File: src/rtl/fp_pkg.sv
// Shared types and constants for the fixed-point multiply/accumulate datapath.
package fp_pkg;

  typedef enum logic [1:0] {
    MUL = 2'b00,
    MAC = 2'b01,
    LDA = 2'b10,
    NOP = 2'b11
  } op_t;

  localparam int RND_TRUNC     = 0;
  localparam int RND_HALF_UP   = 1;
  localparam int RND_HALF_EVEN = 2;

endpackage

File: src/rtl/fp_round_sat.sv
// Combinational round-and-saturate: drops F fraction bits from an IN_W-bit
// signed value and clamps the rounded result into N signed bits.
module fp_round_sat
  import fp_pkg::*;
#(
  parameter int IN_W = 20,
  parameter int N    = 8,
  parameter int F    = 7,
  parameter int RND  = RND_HALF_UP
) (
  input  logic signed [IN_W-1:0] v_i,
  output logic signed [N-1:0]    res_o,
  output logic                   sat_o
);

  // One spare MSB so the rounding increment can never wrap.
  localparam int QW = IN_W - F + 1;
  localparam logic [F-1:0]         HALF = F'(1) << (F - 1);
  localparam logic signed [QW-1:0] MAXV = QW'((1 << (N - 1)) - 1);
  localparam logic signed [QW-1:0] MINV = ~MAXV;

  logic signed [QW-1:0] q;
  logic signed [QW-1:0] r;
  logic [F-1:0]         frac;
  logic                 inc;

  assign q    = {v_i[IN_W-1], v_i[IN_W-1:F]};
  assign frac = v_i[F-1:0];

  always_comb begin
    inc = 1'b0;
    case (RND)
      RND_HALF_UP:   inc = frac[F-1];
      RND_HALF_EVEN: inc = (frac > HALF) || ((frac == HALF) && q[0]);
      default:       inc = 1'b0;
    endcase
    r     = q + QW'(inc);
    res_o = r[N-1:0];
    sat_o = 1'b0;
    if (r > MAXV) begin
      res_o = MAXV[N-1:0];
      sat_o = 1'b1;
    end else if (r < MINV) begin
      res_o = MINV[N-1:0];
      sat_o = 1'b1;
    end
  end

endmodule

File: src/rtl/fp_mac_unit.sv
// Pipelined signed fixed-point MUL/MAC unit: S1 multiplies, S2 selects the
// value and owns the accumulator, the output rank rounds and saturates.
module fp_mac_unit
  import fp_pkg::*;
#(
  parameter int N   = 8,
  parameter int F   = 7,
  parameter int G   = 4,
  parameter int RND = RND_HALF_UP
) (
  input  logic                clock,
  input  logic                reset,
  input  logic                in_valid,
  output logic                in_ready,
  input  logic signed [N-1:0] a,
  input  logic signed [N-1:0] b,
  input  logic [1:0]          op,
  output logic                out_valid,
  input  logic                out_ready,
  output logic signed [N-1:0] result,
  output logic                sat
);

  localparam int PW     = 2 * N;
  localparam int ACC_W  = 2 * N + G;
  localparam int STAGES = 3;
  localparam logic signed [ACC_W-1:0] ACC_MAX = {1'b0, {(ACC_W-1){1'b1}}};
  localparam logic signed [ACC_W-1:0] ACC_MIN = {1'b1, {(ACC_W-1){1'b0}}};

  logic [STAGES:1]         vld_pipe_q;
  logic                    advance;
  logic signed [PW-1:0]    p_q;
  op_t                     op1_q;
  logic signed [ACC_W-1:0] acc_q, acc_d;
  logic signed [ACC_W-1:0] v_q, v_d;
  logic                    nop2_q;
  logic signed [ACC_W-1:0] p_ext;
  logic signed [ACC_W:0]   sum;
  logic signed [N-1:0]     rs_res, result_q;
  logic                    rs_sat, sat_q;

  // The whole pipe moves in lockstep; it only stalls when the output is held.
  assign advance   = !vld_pipe_q[STAGES] || out_ready;
  assign in_ready  = advance;
  assign out_valid = vld_pipe_q[STAGES];
  assign result    = result_q;
  assign sat       = sat_q;

  assign p_ext = ACC_W'(p_q);
  assign sum   = (ACC_W+1)'(acc_q) + (ACC_W+1)'(p_ext);

  always_comb begin
    v_d   = p_ext;
    acc_d = acc_q;
    case (op1_q)
      MAC: begin
        if (sum[ACC_W] != sum[ACC_W-1]) v_d = sum[ACC_W] ? ACC_MIN : ACC_MAX;
        else                            v_d = sum[ACC_W-1:0];
        acc_d = v_d;
      end
      LDA:     acc_d = p_ext;
      default: acc_d = acc_q;
    endcase
  end

  always_ff @(posedge clock or posedge reset) begin
    if (reset) begin
      vld_pipe_q <= '0;
      p_q        <= '0;
      op1_q      <= NOP;
      acc_q      <= '0;
      v_q        <= '0;
      nop2_q     <= 1'b0;
      result_q   <= '0;
      sat_q      <= 1'b0;
    end else if (advance) begin
      vld_pipe_q <= {vld_pipe_q[STAGES-1:1], in_valid};
      if (in_valid) begin
        p_q   <= PW'(a) * PW'(b);
        op1_q <= op_t'(op);
      end
      // Bubbles skip this branch, so they never disturb the accumulator.
      if (vld_pipe_q[1]) begin
        acc_q  <= acc_d;
        v_q    <= v_d;
        nop2_q <= (op1_q == NOP);
      end
      if (vld_pipe_q[2]) begin
        result_q <= nop2_q ? '0 : rs_res;
        sat_q    <= !nop2_q && rs_sat;
      end
    end
  end

  fp_round_sat #(
    .IN_W (ACC_W),
    .N    (N),
    .F    (F),
    .RND  (RND)
  ) u_round_sat (
    .v_i   (v_q),
    .res_o (rs_res),
    .sat_o (rs_sat)
  );

endmodule
File: config.mk
export PLATFORM = sky130hd
export DESIGN_NAME = fp_mac_unit
export DESIGN_NICKNAME = d
export VERILOG_FILES = /design/src/rtl/fp_pkg.sv /design/src/rtl/fp_round_sat.sv /design/src/rtl/fp_mac_unit.sv
export SDC_FILE = /design/constraint.sdc
export NUM_CORES = 1
export LEC_CHECK = 0
export CAP_MARGIN = 25
export CELL_PAD_IN_SITES_DETAIL_PLACEMENT = 1
export CELL_PAD_IN_SITES_GLOBAL_PLACEMENT = 1
export CORE_ASPECT_RATIO = 1.2
export CORE_MARGIN = 2
export CORE_UTILIZATION = 52
export CTS_CLUSTER_DIAMETER = 50
export CTS_CLUSTER_SIZE = 20
export DETAILED_ROUTE_END_ITERATION = 8
export PLACE_DENSITY_LB_ADDON = 0.1
export SYNTH_ARGS = -nofsm -noshare
export SYNTH_HDL_FRONTEND = slang
export SYNTH_SLANG_ARGS = --single-unit
File: constraint.sdc
create_clock -name clock -period 4.3 [get_ports clock]
set_input_delay 0.645 -clock clock [delete_from_list [all_inputs] [get_ports clock]]
set_output_delay 0.645 -clock clock [all_outputs]
set_load 0.03 [all_outputs]
==> metrics <==
n_diodes=0; IO Count=33; Sw Pwr=3.85 mW; FF-to-FF Start=p_q[0]$_DFFE_PP0P_; die width=107 um; die area=0.0136 mm^2; CTS max path bufs=2; ys async rst share=100%; Clock H-tree levels=3; Final Hold Fails=0; most frequent cells in the layout=inv_1, a21oi_1, dfrtp_1; Flop pwr share=16.5%; area delta synth->final=21.2%; routed len/inst=24.5 um; GR Util All Layers=33.9%; dpl cell area=0.00754 mm^2; cts hold-fix bufs=0; CTS sink count=65; YS warnings=0; Max Cap Viol=0; RSZ-0062 raised after global routing=true; initial DRC count=540; Required @ worst endpoint=4.45 ns; Reg2Reg Setup Slack=0.28 ns; status=complete, but fails checks; share of cells above drive strength 1=20.2%; worst skew pair latency=0.34 ns; Place WS=-1.05 ns; Post-Layout Inst Area=0.00802 mm^2; first-pass GRT wire length=35500 um; Tmin final=4.70 ns; fin cells=995; critical path data arrival time=4.85 ns; Net Count, Synth=876; clk_skew=0.00777 ns; leakage=3.65 nW; Sw Share=52.2%; hold path depth=1; final core utilization=63.8%; Routed WL=24300 um; Rel. slew slack=30.9%; Num CTS Buffers=9; final setup vio count=7; Cell Area, Synth=0.00661 mm^2; EDFF count, synth=0; gp weighted congestion=0.849; Max Slew Vio Count=0; drt pass-1 iters=6; DRC Markers=0; Clock power frac=10.1%; Clock Pin Slew Worst Setup and Hold Paths=0.06 ns; Setup CP Type=in -> reg; CTS tree=done; Worst Path Max Fanout=6; PD cells=919 mW/mm^2; total grt overflow=0; vias in the first global route=6901; Worst Hold End=sat$_DFFE_PP0P_; num rows=45; Total Power=7.36 mW; TNS Setup=-1.72 ns; #FFs+latches synth=65; WHS=0.477 ns; Fmax=213 MHz; hold crit path type=reg -> reg; via count=6239; commonest non-fill, non-tap cell in the layout=inv_1; Worst R2R Path Depth=11; Initial Util=52.7%; placed insts=968; Worst Setup Start Kind=input pin; # nets final=959; worst ir drop on vdd=0.000489 V; DPL Wire Length=15800 um; initial antenna violation count=0; Core ar.=0.0126 mm^2; Least-Margin Pin Slew=1.03 ns; die span in y=128 um; routed vias/inst=6.27; synthesized instance count=744; root buf cell=clkbuf_16; Most used DFF post-synth=dfrtp_1; register area share after synthesis=24.6%; share of total power in combinational logic=73.4%; Crit. End Element=flip-flop; RR Endpoint=v_q[8]$_DFFE_PP0P_; Tcrit/Tclk final=109%; Worst Min Path Start=sat$_DFFE_PP0P_; final worst-path setup slack=-0.402 ns; failing checks=negative setup slack; FILL cells=1413; Avg Inst Size Synth=8.89 um^2; Int Pwr=3.52 mW; PortBufs=32; Cell variety after synth=59; largest net degree at the start of global routing=43; DRT antenna net count=0
-- how the worst max path moves through the flow --
stage	startpoint	slack [ns]	endpoint
floorplan	b[2]	-0.04	p_q[14]$_DFFE_PP0P_
global placement	b[2]	-0.84	p_q[15]$_DFFE_PP0P_
detailed placement	a[1]	-1.05	p_q[14]$_DFFE_PP0P_
CTS	b[1]	-0.07	p_q[14]$_DFFE_PP0P_
global route	b[1]	-0.52	p_q[11]$_DFFE_PP0P_
finish	a[1]	-0.40	p_q[11]$_DFFE_PP0P_
-- per-layer routing --
layer | routed length [um] | vias to the layer above | GRT usage, %
li1 | - | 2681 | -
met1 | 8380 | 3120 | 34.4
met2 | 13200 | 288 | 65.5
met3 | 1000 | 150 | 5.31
met4 | 1760 | 0 | 18.4
met5 | 0 | - | 0
-- critical path, cell delays in order --
cell and delay [ns]:
buf_2 0.15, buf_4 0.14, and2_1 0.15, ha_1 0.22, fa_1 0.48, ha_1 0.31, inv_1 0.07, fa_1 0.56
inv_1 0.07, ha_2 0.20, buf_4 0.14, a21o_1 0.19, a21oi_2 0.29, o21ai_4 0.14, a221oi_4 0.30, buf_4 0.19
nor2b_1 0.06, nor2_1 0.13, xor2_1 0.25, o21ai_0 0.15
-- cell families (layout without fill, tap and decap cells) --
kind of cell | Yosys count | in the layout | synth area share [%]
fa+ha+maj | 110 | 110 | 27.2
mux | 9 | 9 | 1.51
flops | 65 | 65 | 24.6
xor+xnor | 29 | 29 | 3.84
compound gates | 189 | 189 | 17.9
simple gates | 221 | 221 | 17.9
buf+inv | 121 | 208 | 7.00
-- power groups by stage --
stage          registers, mW  logic, mW  clock network [mW]
6_report                1.22       5.40               0.746
5_1_grt                 1.23       5.77               0.769
4_1_cts                 1.20       4.94               0.742
3_5_place_dp            1.20       4.60                   0
3_3_place_gp            1.17       4.28                   0
2_1_floorplan           1.17       3.24                   0
-- layout make-up --
class                           count  area, um^2  area share [%]
Clock inverter                      4        55.1           0.687
Tap cell                          164         205            2.56
Multi-Input combinational cell    558        4750            59.3
Clock buffer                       11         233            2.90
Inverter                          100         375            4.68
Timing Repair Buffer               93         764            9.54
Sequential cell                    65        1630            20.3
-- sequential cells by signal, summed over array words and instances, names as in the netlist --
name / cells
acc_q: 20
p_q: 16
v_q: 14
result: 8
vld_pipe_q: 3
op1_q: 2
nop2_q: 1
sat: 1
-- cells in the mapped netlist (3+ instances only) --
master | number | area (um^2)
a211oi_1 | 6 | 45.0
a21o_1 | 6 | 45.0
a21oi_1 | 66 | 330
and2_1 | 49 | 307
and3_1 | 11 | 68.8
clkbuf_1 | 18 | 67.6
dfrtp_1 | 63 | 1580
fa_1 | 56 | 1120
ha_1 | 54 | 676
inv_1 | 100 | 375
mux2_2 | 8 | 90.1
nand2_1 | 57 | 214
nand2b_1 | 8 | 50.1
nand3_1 | 13 | 65.1
nand3b_1 | 3 | 22.5
nand4_1 | 5 | 31.3
nor2_1 | 28 | 105
nor2b_1 | 7 | 43.8
nor3_1 | 9 | 45.0
nor3b_1 | 12 | 90.1
o211ai_1 | 3 | 22.5
o21a_1 | 10 | 75.1
o21ai_0 | 64 | 320
o31ai_1 | 6 | 45.0
o31ai_2 | 3 | 37.5
or3_1 | 8 | 50.1
xnor2_1 | 20 | 175
xor2_1 | 9 | 78.8
-- what timing repair did --
action,4_1_cts,5_1_grt
setup endpoints to repair,7,6
resized for setup,106,9
pin swaps,32,3
setup buffers,8,4
Power figures use the tool's default switching activity.
